==> src/rtl/prog_interval_timer_pkg.sv <==
// Shared encodings for the programmable interval timer.
//   MODE_*  : run modes sampled on start
//   ST_*    : controller states
//   decode_mode : maps the raw mode input onto a legal run mode
package prog_interval_timer_pkg;

  localparam int unsigned MODE_W  = 2;
  localparam int unsigned STATE_W = 2;

  typedef enum logic [MODE_W-1:0] {
    MODE_ONESHOT  = 2'b00,
    MODE_PERIODIC = 2'b01,
    MODE_UP       = 2'b10
  } mode_e;

  typedef enum logic [STATE_W-1:0] {
    ST_IDLE   = 2'b00,
    ST_RUN    = 2'b01,
    ST_PAUSED = 2'b10,
    ST_DONE   = 2'b11
  } state_e;

  // Encoding 11 is reserved and behaves as one-shot.
  function automatic mode_e decode_mode(input logic [MODE_W-1:0] raw);
    case (raw)
      2'b01:   return MODE_PERIODIC;
      2'b10:   return MODE_UP;
      default: return MODE_ONESHOT;
    endcase
  endfunction

endpackage

==> src/rtl/prog_interval_timer_prescaler.sv <==
// Tick prescaler: emits tick once every prescale+1 enabled cycles.
//   clk, rst_n : clock, async active-low reset
//   clear      : restart the divider from zero (wins over enable)
//   enable     : advance the divider this cycle
//   prescale   : divisor minus one
//   tick       : combinational, high on the enabled cycle the divider wraps
module timer_prescaler #(
  parameter int unsigned PRESCALE_W = 4
) (
  input  logic                  clk,
  input  logic                  rst_n,
  input  logic                  clear,
  input  logic                  enable,
  input  logic [PRESCALE_W-1:0] prescale,
  output logic                  tick
);

  logic [PRESCALE_W-1:0] cnt_q;

  // >= so that lowering prescale mid-run ticks at once instead of wrapping around.
  assign tick = enable && (cnt_q >= prescale);

  always_ff @(posedge clk or negedge rst_n) begin
    if (!rst_n) begin
      cnt_q <= '0;
    end else if (clear) begin
      cnt_q <= '0;
    end else if (enable) begin
      cnt_q <= tick ? '0 : cnt_q + PRESCALE_W'(1);
    end
  end

endmodule

==> src/rtl/prog_interval_timer.sv <==
// Prescaled multi-mode interval timer (one-shot down, periodic down, free-run up).
//   clk, rst_n : clock, async active-low reset
//   load_en    : load data into count and reload; aborts any run
//   data       : load value
//   start      : arm from IDLE or re-arm from DONE; samples mode
//   pause      : level, freezes the timer while high
//   mode       : 00 one-shot, 01 periodic, 10 free-run up, 11 as 00
//   prescale   : tick every prescale+1 cycles
//   count      : current count (registered)
//   tc         : one-cycle terminal-count pulse (registered)
//   busy       : decoded from state, high in RUN or PAUSED
//   done       : sticky one-shot completion flag (registered)
module prog_interval_timer
  import prog_interval_timer_pkg::*;
#(
  parameter int unsigned WIDTH      = 9,
  parameter int unsigned PRESCALE_W = 4
) (
  input  logic                  clk,
  input  logic                  rst_n,
  input  logic                  load_en,
  input  logic [WIDTH-1:0]      data,
  input  logic                  start,
  input  logic                  pause,
  input  logic [1:0]            mode,
  input  logic [PRESCALE_W-1:0] prescale,
  output logic [WIDTH-1:0]      count,
  output logic                  tc,
  output logic                  busy,
  output logic                  done
);

  state_e           state_q, state_d;
  mode_e            mode_q, mode_d;
  logic [WIDTH-1:0] reload_q, reload_d;
  logic [WIDTH-1:0] count_d;
  logic             tc_d, done_d;
  logic             arm;
  logic             tick;
  logic             ps_clear;
  logic             ps_enable;

  assign busy = (state_q == ST_RUN) || (state_q == ST_PAUSED);
  assign arm  = start && ((state_q == ST_IDLE) || (state_q == ST_DONE));

  // A PAUSED timer whose pause has dropped counts on the resume edge, so a
  // pause of N cycles stretches the interval by exactly N cycles.
  assign ps_enable = busy && !pause && !load_en;
  assign ps_clear  = load_en || arm;

  timer_prescaler #(
    .PRESCALE_W(PRESCALE_W)
  ) u_prescaler (
    .clk     (clk),
    .rst_n   (rst_n),
    .clear   (ps_clear),
    .enable  (ps_enable),
    .prescale(prescale),
    .tick    (tick)
  );

  // Next-state and next-output logic; priority load_en > start > pause > tick.
  always_comb begin
    state_d  = state_q;
    mode_d   = mode_q;
    reload_d = reload_q;
    count_d  = count;
    done_d   = done;
    tc_d     = 1'b0;

    if (load_en) begin
      count_d  = data;
      reload_d = data;
      state_d  = ST_IDLE;
      done_d   = 1'b0;
    end else if (arm) begin
      mode_d  = decode_mode(mode);
      state_d = ST_RUN;
      done_d  = 1'b0;
      if (state_q == ST_DONE) begin
        count_d = reload_q;
      end
    end else if (busy) begin
      if (pause) begin
        state_d = ST_PAUSED;
      end else begin
        state_d = ST_RUN;
        if (tick) begin
          if (mode_q == MODE_UP) begin
            count_d = count + WIDTH'(1);
            tc_d    = (count == '1);
          end else if (count != '0) begin
            count_d = count - WIDTH'(1);
          end else begin
            tc_d = 1'b1;
            if (mode_q == MODE_PERIODIC) begin
              count_d = reload_q;
            end else begin
              state_d = ST_DONE;
              done_d  = 1'b1;
            end
          end
        end
      end
    end
  end

  // State and output registers.
  always_ff @(posedge clk or negedge rst_n) begin
    if (!rst_n) begin
      state_q  <= ST_IDLE;
      mode_q   <= MODE_ONESHOT;
      reload_q <= '0;
      count    <= '0;
      tc       <= 1'b0;
      done     <= 1'b0;
    end else begin
      state_q  <= state_d;
      mode_q   <= mode_d;
      reload_q <= reload_d;
      count    <= count_d;
      tc       <= tc_d;
      done     <= done_d;
    end
  end

endmodule
==> config.mk <==
export PLATFORM = sky130hd
export DESIGN_NAME = prog_interval_timer
export DESIGN_NICKNAME = d
export VERILOG_FILES = /design/src/rtl/prog_interval_timer_pkg.sv /design/src/rtl/prog_interval_timer_prescaler.sv /design/src/rtl/prog_interval_timer.sv
export SDC_FILE = /design/constraint.sdc
export NUM_CORES = 1
export LEC_CHECK = 0
export BUFFER_PORTS_ARGS = -buffer_cell sky130_fd_sc_hd__buf_2
export CAP_MARGIN = 10
export CORE_UTILIZATION = 50
export CTS_CLUSTER_SIZE = 12
export DETAILED_ROUTE_END_ITERATION = 16
export HOLD_SLACK_MARGIN = 0.08
export PLACE_DENSITY = 0.83
export SLEW_MARGIN = 20
export SYNTH_ARGS = -nofsm -noshare
export SYNTH_HDL_FRONTEND = slang
export SYNTH_SLANG_ARGS = --single-unit
==> constraint.sdc <==
create_clock -name clk -period 4.2 [get_ports clk]
set_input_delay 0.63 -clock clk [delete_from_list [all_inputs] [get_ports clk]]
set_output_delay 0.63 -clock clk [all_outputs]
set_load 0.005 [all_outputs]
==> results of run 1 <==
==> final cells by class <==
cell class | instances | share of cell area [%]
flip-flops and latches | 28 | 32.6
multi-input cells | 164 | 53.7
inverters | 8 | 1.40
well taps | 48 | 2.80
clock buffers | 3 | 1.92
repair buffers | 32 | 7.58
==> power groups by stage <==
stage	combinational, mW	sequential [mW]	clock (mW)
floorplan	0.420	0.401	0
global placement	0.489	0.457	0
detailed placement	0.499	0.458	0
global route	0.556	0.468	0.158
CTS	0.502	0.453	0.146
finish	0.505	0.458	0.145
==> stage by stage <==
| step | instances | utilization, % |
|---|---|---|
| CTS | 283 | 58.2 |
| global route | 283 | 58.2 |
| floorplan | 211 | - |
| detailed placement | 280 | 57.1 |
| global placement | 280 | 57.1 |
| finish | 283 | 58.2 |
==> synth_stat cells, types with 2 or more instances <==
cell type	instances	area [um^2]
mux2_2	8	90.1
or3_1	3	18.8
a211oi_1	3	22.5
mux2i_1	5	50.1
o31ai_1	3	22.5
o21bai_1	2	15.0
nand3b_1	2	15.0
a21oi_1	15	75.1
buf_6	2	22.5
dfrtp_1	28	701
a21boi_0	2	15.0
a221oi_1	2	17.5
buf_2	5	25.0
o211ai_1	2	15.0
o21ai_1	2	10.0
clkbuf_1	4	15.0
nor2_1	10	37.5
a2111oi_2	2	30.0
ha_1	9	113
nand3_1	5	25.0
and3_1	2	12.5
nand2b_1	7	43.8
nor3_2	4	40.0
nand4_1	2	12.5
nor3_1	7	35.0
nand2_1	23	86.3
inv_1	8	30.0
o21ai_0	12	60.1
nor2b_1	6	37.5
xor2_1	3	26.3
==> registers in the layout, indices dropped and copies added, names as in the netlist <==
signal,flops
state_q,2
tc,1
u_prescaler.cnt_q,4
mode_q,2
reload_q,9
done,1
count,9
==> kinds of logic after synthesis <==
logic type	count (synthesis)	share of synthesized area [%]
xor gates and xnor gates	4	1.80
muxes	13	7.20
and+or+nand+nor	83	25.1
adders and majority gates	9	5.79
buffers and inverters	19	4.76
AOI/OAI and AO/OA	55	19.4
DFF	28	36.0
==> routing by layer <==
metal | up-vias | GRT usage (%) | part of all wire, %
li1 | 821 | - | -
met1 | 839 | 29.0 | 44
met2 | 64 | 37.1 | 50
met3 | 5 | 3.39 | 5.5
met4 | 0 | 8.06 | 0.92
met5 | - | 0 | 0
==> worst min-delay path by stage <==
stage / from / endpoint
after global placement: reload_q[0] / reload_q[0]
after detailed placement: reload_q[0] / reload_q[0]
after CTS: rst_n / reload_q[0]
final: rst_n / reload_q[0]
after floorplan: rst_n / count[0]
after global routing: rst_n / mode_q[1]
==> critical path, stage by stage, from the launching register on <==
cell	delay [ns]
dfrtp_1	0.49
inv_1	0.14
ha_1	0.22
nor4b_4	0.37
nand2_2	0.16
nor3_2	0.28
o31a_4	0.28
mux2_2	0.35
==> metrics.md, run 1 <==
| Metric | Value |
|---|---|
| Outcome | finished, final reports clean |
| Die Ht | ~64 um |
| Switching Power | about 0.48 mW |
| Final net count | between 200 and 300 |
| Max Fanout on Critical Path | 17 |
| Post-detail-place hpwl | around 3100 um |
| CP Launch Type | flop |
| Largest net degree at the start of global routing | 33 |
| Leakage | a little under 1 nW |
| # hold bufs at CTS | 0 |
| Setup violations, final | 0 |
| H-tree depth | 1 |
| Critical path type | reg -> reg |
| Area of the multi-input gates | around 1200 um^2 |
| Setup slack after layout | about 1.8 ns |
| CP startpoint | count[0] |
| Number of synthesized flops with an enable pin | 0 |
| Mapped Avg Cell Area | about 9.2 um^2 |
| Vias | ~1700 |
| Worst vdd ir | around 0.25 mV |
| PwrDens | approximately 520 nW/um^2 |
| Post-Synthesis Cells | ~210 |
| Cell-internal power | 0.629 mW |
| Combinational share of power | a little under half |
| DR vias/cell | slightly above 6 |
| Register area | 701 um^2 |
| Commonest non-fill, non-tap cell in the layout | buf_2 |
| Initial antenna violation count | 0 |
| Place WS | between 1.5 and 2 ns |
| RSZ-0062 raised after global routing | no |
| Arr. time, crit path | 2.57 ns |
| Max-Cap Viols | 0 |
| Final period util | 57.2% |
| Unique masters post-synth | between 50 and 60 |
| Port Buffer Count | 31 |
| R2R setup slack | about 1.8 ns |
| Critical path required time | ~4.4 ns |
| Hold WC Path Type | in -> async |
| Tmin final | 2.40 ns |
| Final hold vios | 0 |
| Most frequent cells in the layout | buf_2 (31), dfrtp_1 (28), nand2_1 (23) |
| Max-slew headroom | around three fifths |
| Die area | about 4100 um^2 |
| Seq pwr share | 41.4% |
| Post_cts resized | 0 |
| Gr usage total | roughly 22% |
| Layout cells sized above 1 | 25.1% |
| Post-route cell area | roughly 2100 um^2 |
| Total power | about 1.1 mW |
| Setup_tns | 0 ns |
| Starting density of the core | around 53% |
| Reg-to-Reg End | count[4] |
| Clock Skews | ~0.0066 ns |
| Ant. Diodes | 0 |
| Placer Congestion | 0.893 |
| Area growth, synth to finish | 10.4% |
| TritonCTS Sinks | 28 |
| Reg2reg path depth | 7 |
| Syn Std Cell Area | around 2000 um^2 |
| Register area share after synthesis | between 30% and 40% |
| Worst r2r src | count[0] |
| Setup Buffers After CTS | 0 |
| Dpl cell area | 2110 um^2 |
| First-pass GRT wire length | slightly above 7000 um |
| Max Slew Vio Count | 0 |
| Fin Hold WS | 0.359 ns |
| # fillers | 341 |
| Final wirelength | ~4400 um |
| Post-Syn Nets | 240 |
| Clock share of power | between 10% and 20% |
| Critical Path Sink Type | flop |
| Vias in the first global route | 1564 |
| Net switching share of the total power | a little over two fifths |
| Clock-pin slew on the worst setup and hold paths | approximately 0.090 ns |
| Crit path to | count[4] |
| # DRC | 0 |
| Die Wd | about 64 um |
| FFs w/ async S/R, synth | 100% |
| Max Root-Sink Buffers | 2 |
| Fmax | roughly 420 MHz |
| Post-synth top flop | dfrtp_1 |
| Synth Register Bits | 28 |
| YS warnings | 0 |
| Core Box Area | ~3700 um^2 |
| Drt pass-1 iters | 5 |
| Inserted Clock Buffers | 3 |
| Worst-Margin Slew | around 0.63 ns |
| FP Rows | 22 |
| I/O pin cnt | 32 |
| Root buf cell | clkbuf_8 |
| DRT iter0 DRCs | 93 |
| CTS tree | yes |
| Clk_lat worst skew | around 0.27 ns |
| Routed Antenna Nets | 0 |
| Routed len/inst | about 15 um |
| Remaining Overflow, GRT | 0 |
No activity file was read; power rests on OpenSTA's default activity.
==> run 2, diff against run 1 <==
--- a/config.mk
+++ b/config.mk
@@ -11,7 +11,7 @@
 export CTS_CLUSTER_SIZE = 12
 export DETAILED_ROUTE_END_ITERATION = 16
 export HOLD_SLACK_MARGIN = 0.08
-export PLACE_DENSITY = 0.83
+export PLACE_DENSITY = 0.86
 export SLEW_MARGIN = 20
 export SYNTH_ARGS = -nofsm -noshare
 export SYNTH_HDL_FRONTEND = slang
==> constraint.sdc (replaced) <==
create_clock -name clk -period 2.1 [get_ports clk]
set_input_delay 0.315 -clock clk [delete_from_list [all_inputs] [get_ports clk]]
set_output_delay 0.315 -clock clk [all_outputs]
set_load 0.005 [all_outputs]
==> run 2 against run 1 <==
Effect of this change:
- hold slack lost 0.087 ns
- routed wire length is 20% higher
- clock-buffer cell count up 1
- worst setup slack worse by 1.8 ns
- clock power grew 130%
- final cell count increased by 11%
- core utilization grew 7.9 points
- critical path depth grew 4
- die area unchanged
- design area increased by 14%
==> metrics.md, run 2 (synthesized netlist as in run 1, its figures left out) <==
| Metric | Value |
|---|---|
| Placed cells | 302 (+7.9%) |
| TritonCTS Sinks | 28 (unchanged) |
| Dpl cell area | 2280 um^2 (+8.4%) |
| Routed len/inst | 16.8 um (+8.8%) |
| I/O pin cnt | 32 (unchanged) |
| Commonest non-fill, non-tap cell in the layout | buf_2 |
| Critical Path Sink Type | flop |
| Die Ht | 64.4 um (unchanged) |
| CTS tree | yes |
| Layout cells sized above 1 | 36.6% (+11 points) |
| Combinational share of power | 54.6% (+9.0 points) |
| Die area | 4140 um^2 (unchanged) |
| Vias | 1880 (+8.7%) |
| Setup_tns | 0 ns (unchanged) |
| Gr usage total | 25.2% (+3.0 points) |
| Final period util | 99.7% (+43 points) |
| Top Registers | count (9), reload_q (9), u_prescaler.cnt_q (4) |
| Port Buffer Count | 31 (unchanged) |
| CP max stage cell | dfrtp_1 |
| Core Box Area | 3690 um^2 (unchanged) |
| Vias in the first global route | 1738 (+11%) |
| Crit path cell chain | inv_2 > ha_2 > nor4b_4 > buf_4 > buf_4 > buf_4 > nand2_1 > nand2_1 > a31oi_1 > a211oi_1 > o31ai_1 |
| Non-filler instance count after layout | 313 (+11%) |
| FP Rows | 22 (unchanged) |
| # fillers | 291 (-15%) |
| Placer Congestion | 1.03 (+15%) |
| Tmin final | 2.09 ns (-0.308 ns) |
| Seq pwr share | 32.5% (-8.9 points) |
| Clock Skews | 0.00156 ns (-0.00501 ns) |
| Routed Antenna Nets | 0 (unchanged) |
| Worst vdd ir | 0.611 mV (+150%) |
| First-pass GRT wire length | 8000 um (+12%) |
| Place WS | 0.0148 ns (-1.73 ns) |
| Register area | 701 um^2 (unchanged) |
| Max Fanout on Critical Path | 4 (-13) |
| Post-detail-place hpwl | 3620 um (+16%) |
| Final wirelength | 5250 um (+20%) |
| Clock-pin slew on the worst setup and hold paths | 0.09 ns (about the same) |
| Max Root-Sink Buffers | 2 (unchanged) |
| Worst-Margin Slew | 0.608 ns (-0.0172 ns) |
| Largest net degree at the start of global routing | 29 (-12%) |
| Outcome | finished, final reports clean |
| Critical path type | reg -> reg |
| Clk_lat worst skew | 0.27 ns (about the same) |
| Total power | 2.58 mW (+130%) |
| DR vias/cell | 6.01 (-1.7%) |
| Final hold vios | 0 (unchanged) |
| Post-route cell area | 2440 um^2 (+14%) |
| # DRC | 0 (unchanged) |
| Critical path required time | 2.26 ns (-2.11 ns) |
| Area of the multi-input gates | 1200 um^2 (+3.9%) |
| Area growth, synth to finish | 25.3% |
| Most frequent cells in the layout | buf_2 (31), dfrtp_1 (28), buf_4 (28) |
| Inserted Clock Buffers | 3 (unchanged) |
| Initial antenna violation count | 0 (unchanged) |
| H-tree depth | 1 (unchanged) |
| Arr. time, crit path | 2.25 ns (-0.32 ns) |
| Final net count | 295 (+11%) |
| PwrDens | 1060 nW/um^2 (+110%) |
| Max-slew headroom | 59.5% (+1.5 points) |
| Fmax | 478 MHz (+15%) |
| Die Wd | 64.4 um (unchanged) |
| Setup slack after layout | 0.00594 ns (-1.79 ns) |
| Switching Power | 1.09 mW (+130%) |
| Root buf cell | clkbuf_8 |
| Setup violations, final | 0 (unchanged) |
| CP Launch Type | flop |
| DRT iter0 DRCs | 155 (+67%) |
| Clock share of power | 12.9% (about the same) |
| Crit-path leading delay family | compound AO/OA/AOI/OAI gates |
| Starting density of the core | 52.7% (unchanged) |
| Max-Cap Viols | 0 (unchanged) |
| Remaining Overflow, GRT | 0 (unchanged) |
| Largest stage delay on the critical path | 0.40 ns (-0.09 ns) |
| Leakage | 1.12 nW (+15%) |
| Worst Path Buf+Inv | 4 (+3) |
| Most frequent CP cell | buf_4 |
| Max Slew Vio Count | 0 (unchanged) |
| Cell-internal power | 1.49 mW (+140%) |
| Hold WC Path Type | in -> reg |
| Net switching share of the total power | 42.3% (-0.86 points) |
| Ant. Diodes | 0 (unchanged) |
| Drt pass-1 iters | 4 (-1) |
run 2: changes by cell type in the layout (fill, tap and decap cells not counted), sizes merged:
cell	before	now
clkbuf	3	4
dlygate4sd3	0	1
buf	32	60
run 2: final timing paths:
check,to,slack (ns),start,cells past startpoint
setup / recovery,count[8],0.006,count[0],11
hold / removal,count[0],0.27,data[0],3
setup reg to reg,count[8],0.006,count[0],11
hold reg to reg,done,0.51,done,2
max in group asynchronous,state_q[1],1.12,rst_n,2
min in group asynchronous,reload_q[3],0.58,rst_n,2
run 2: cell type report:
cell class	instances	area share (%)
clock buffers	4	2.26
repair buffers	61	16.2
inverters	8	1.23
well taps	48	2.46
multi-input cells	164	49.1
flip-flops and latches	28	28.7
run 2: power groups by stage:
stage / combinational, mW / clock [mW] / sequential [mW]
floorplan: 0.839 / 0 / 0.803
global placement: 1.24 / 0 / 0.825
detailed placement: 1.28 / 0 / 0.833
CTS: 1.29 / 0.339 / 0.822
global route: 1.54 / 0.363 / 0.852
finish: 1.41 / 0.333 / 0.838
run 2: worst reg2reg max path, cell delays in order (launching register included):
cell      delay [ns]
dfrtp_1         0.40
inv_2           0.08
ha_2            0.19
nor4b_4         0.28
buf_4           0.19
buf_4           0.10
buf_4           0.10
nand2_1         0.04
nand2_1         0.08
a31oi_1         0.11
a211oi_1        0.31
o31ai_1         0.11
run 2: timing repair:
item	CTS	global route
setup endpoints to repair	1	14
pin swaps	0	5
hold endpoints to repair	28	0
hold buffers	1	0
resized for setup	1	13
buffers inserted	0	6
run 2: per-layer routing:
metal | wire, um | vias to the layer above | GRT usage (%)
li1 | - | 887 | -
met1 | 2190 | 905 | 33.9
met2 | 2620 | 76 | 40.3
met3 | 299 | 12 | 3.39
met4 | 132 | 0 | 11.1
met5 | 0 | - | 0
run 2: stage by stage:
| step | utilization (%) | hold WS [ns] |
|---|---|---|
| 2_1_floorplan | - | 0.0194 |
| 5_1_grt | 66.1 | 0.280 |
| 3_3_place_gp | 61.9 | 0.364 |
| 6_report | 66.1 | 0.272 |
| 4_1_cts | 63.8 | 0.269 |
| 3_5_place_dp | 61.9 | 0.366 |
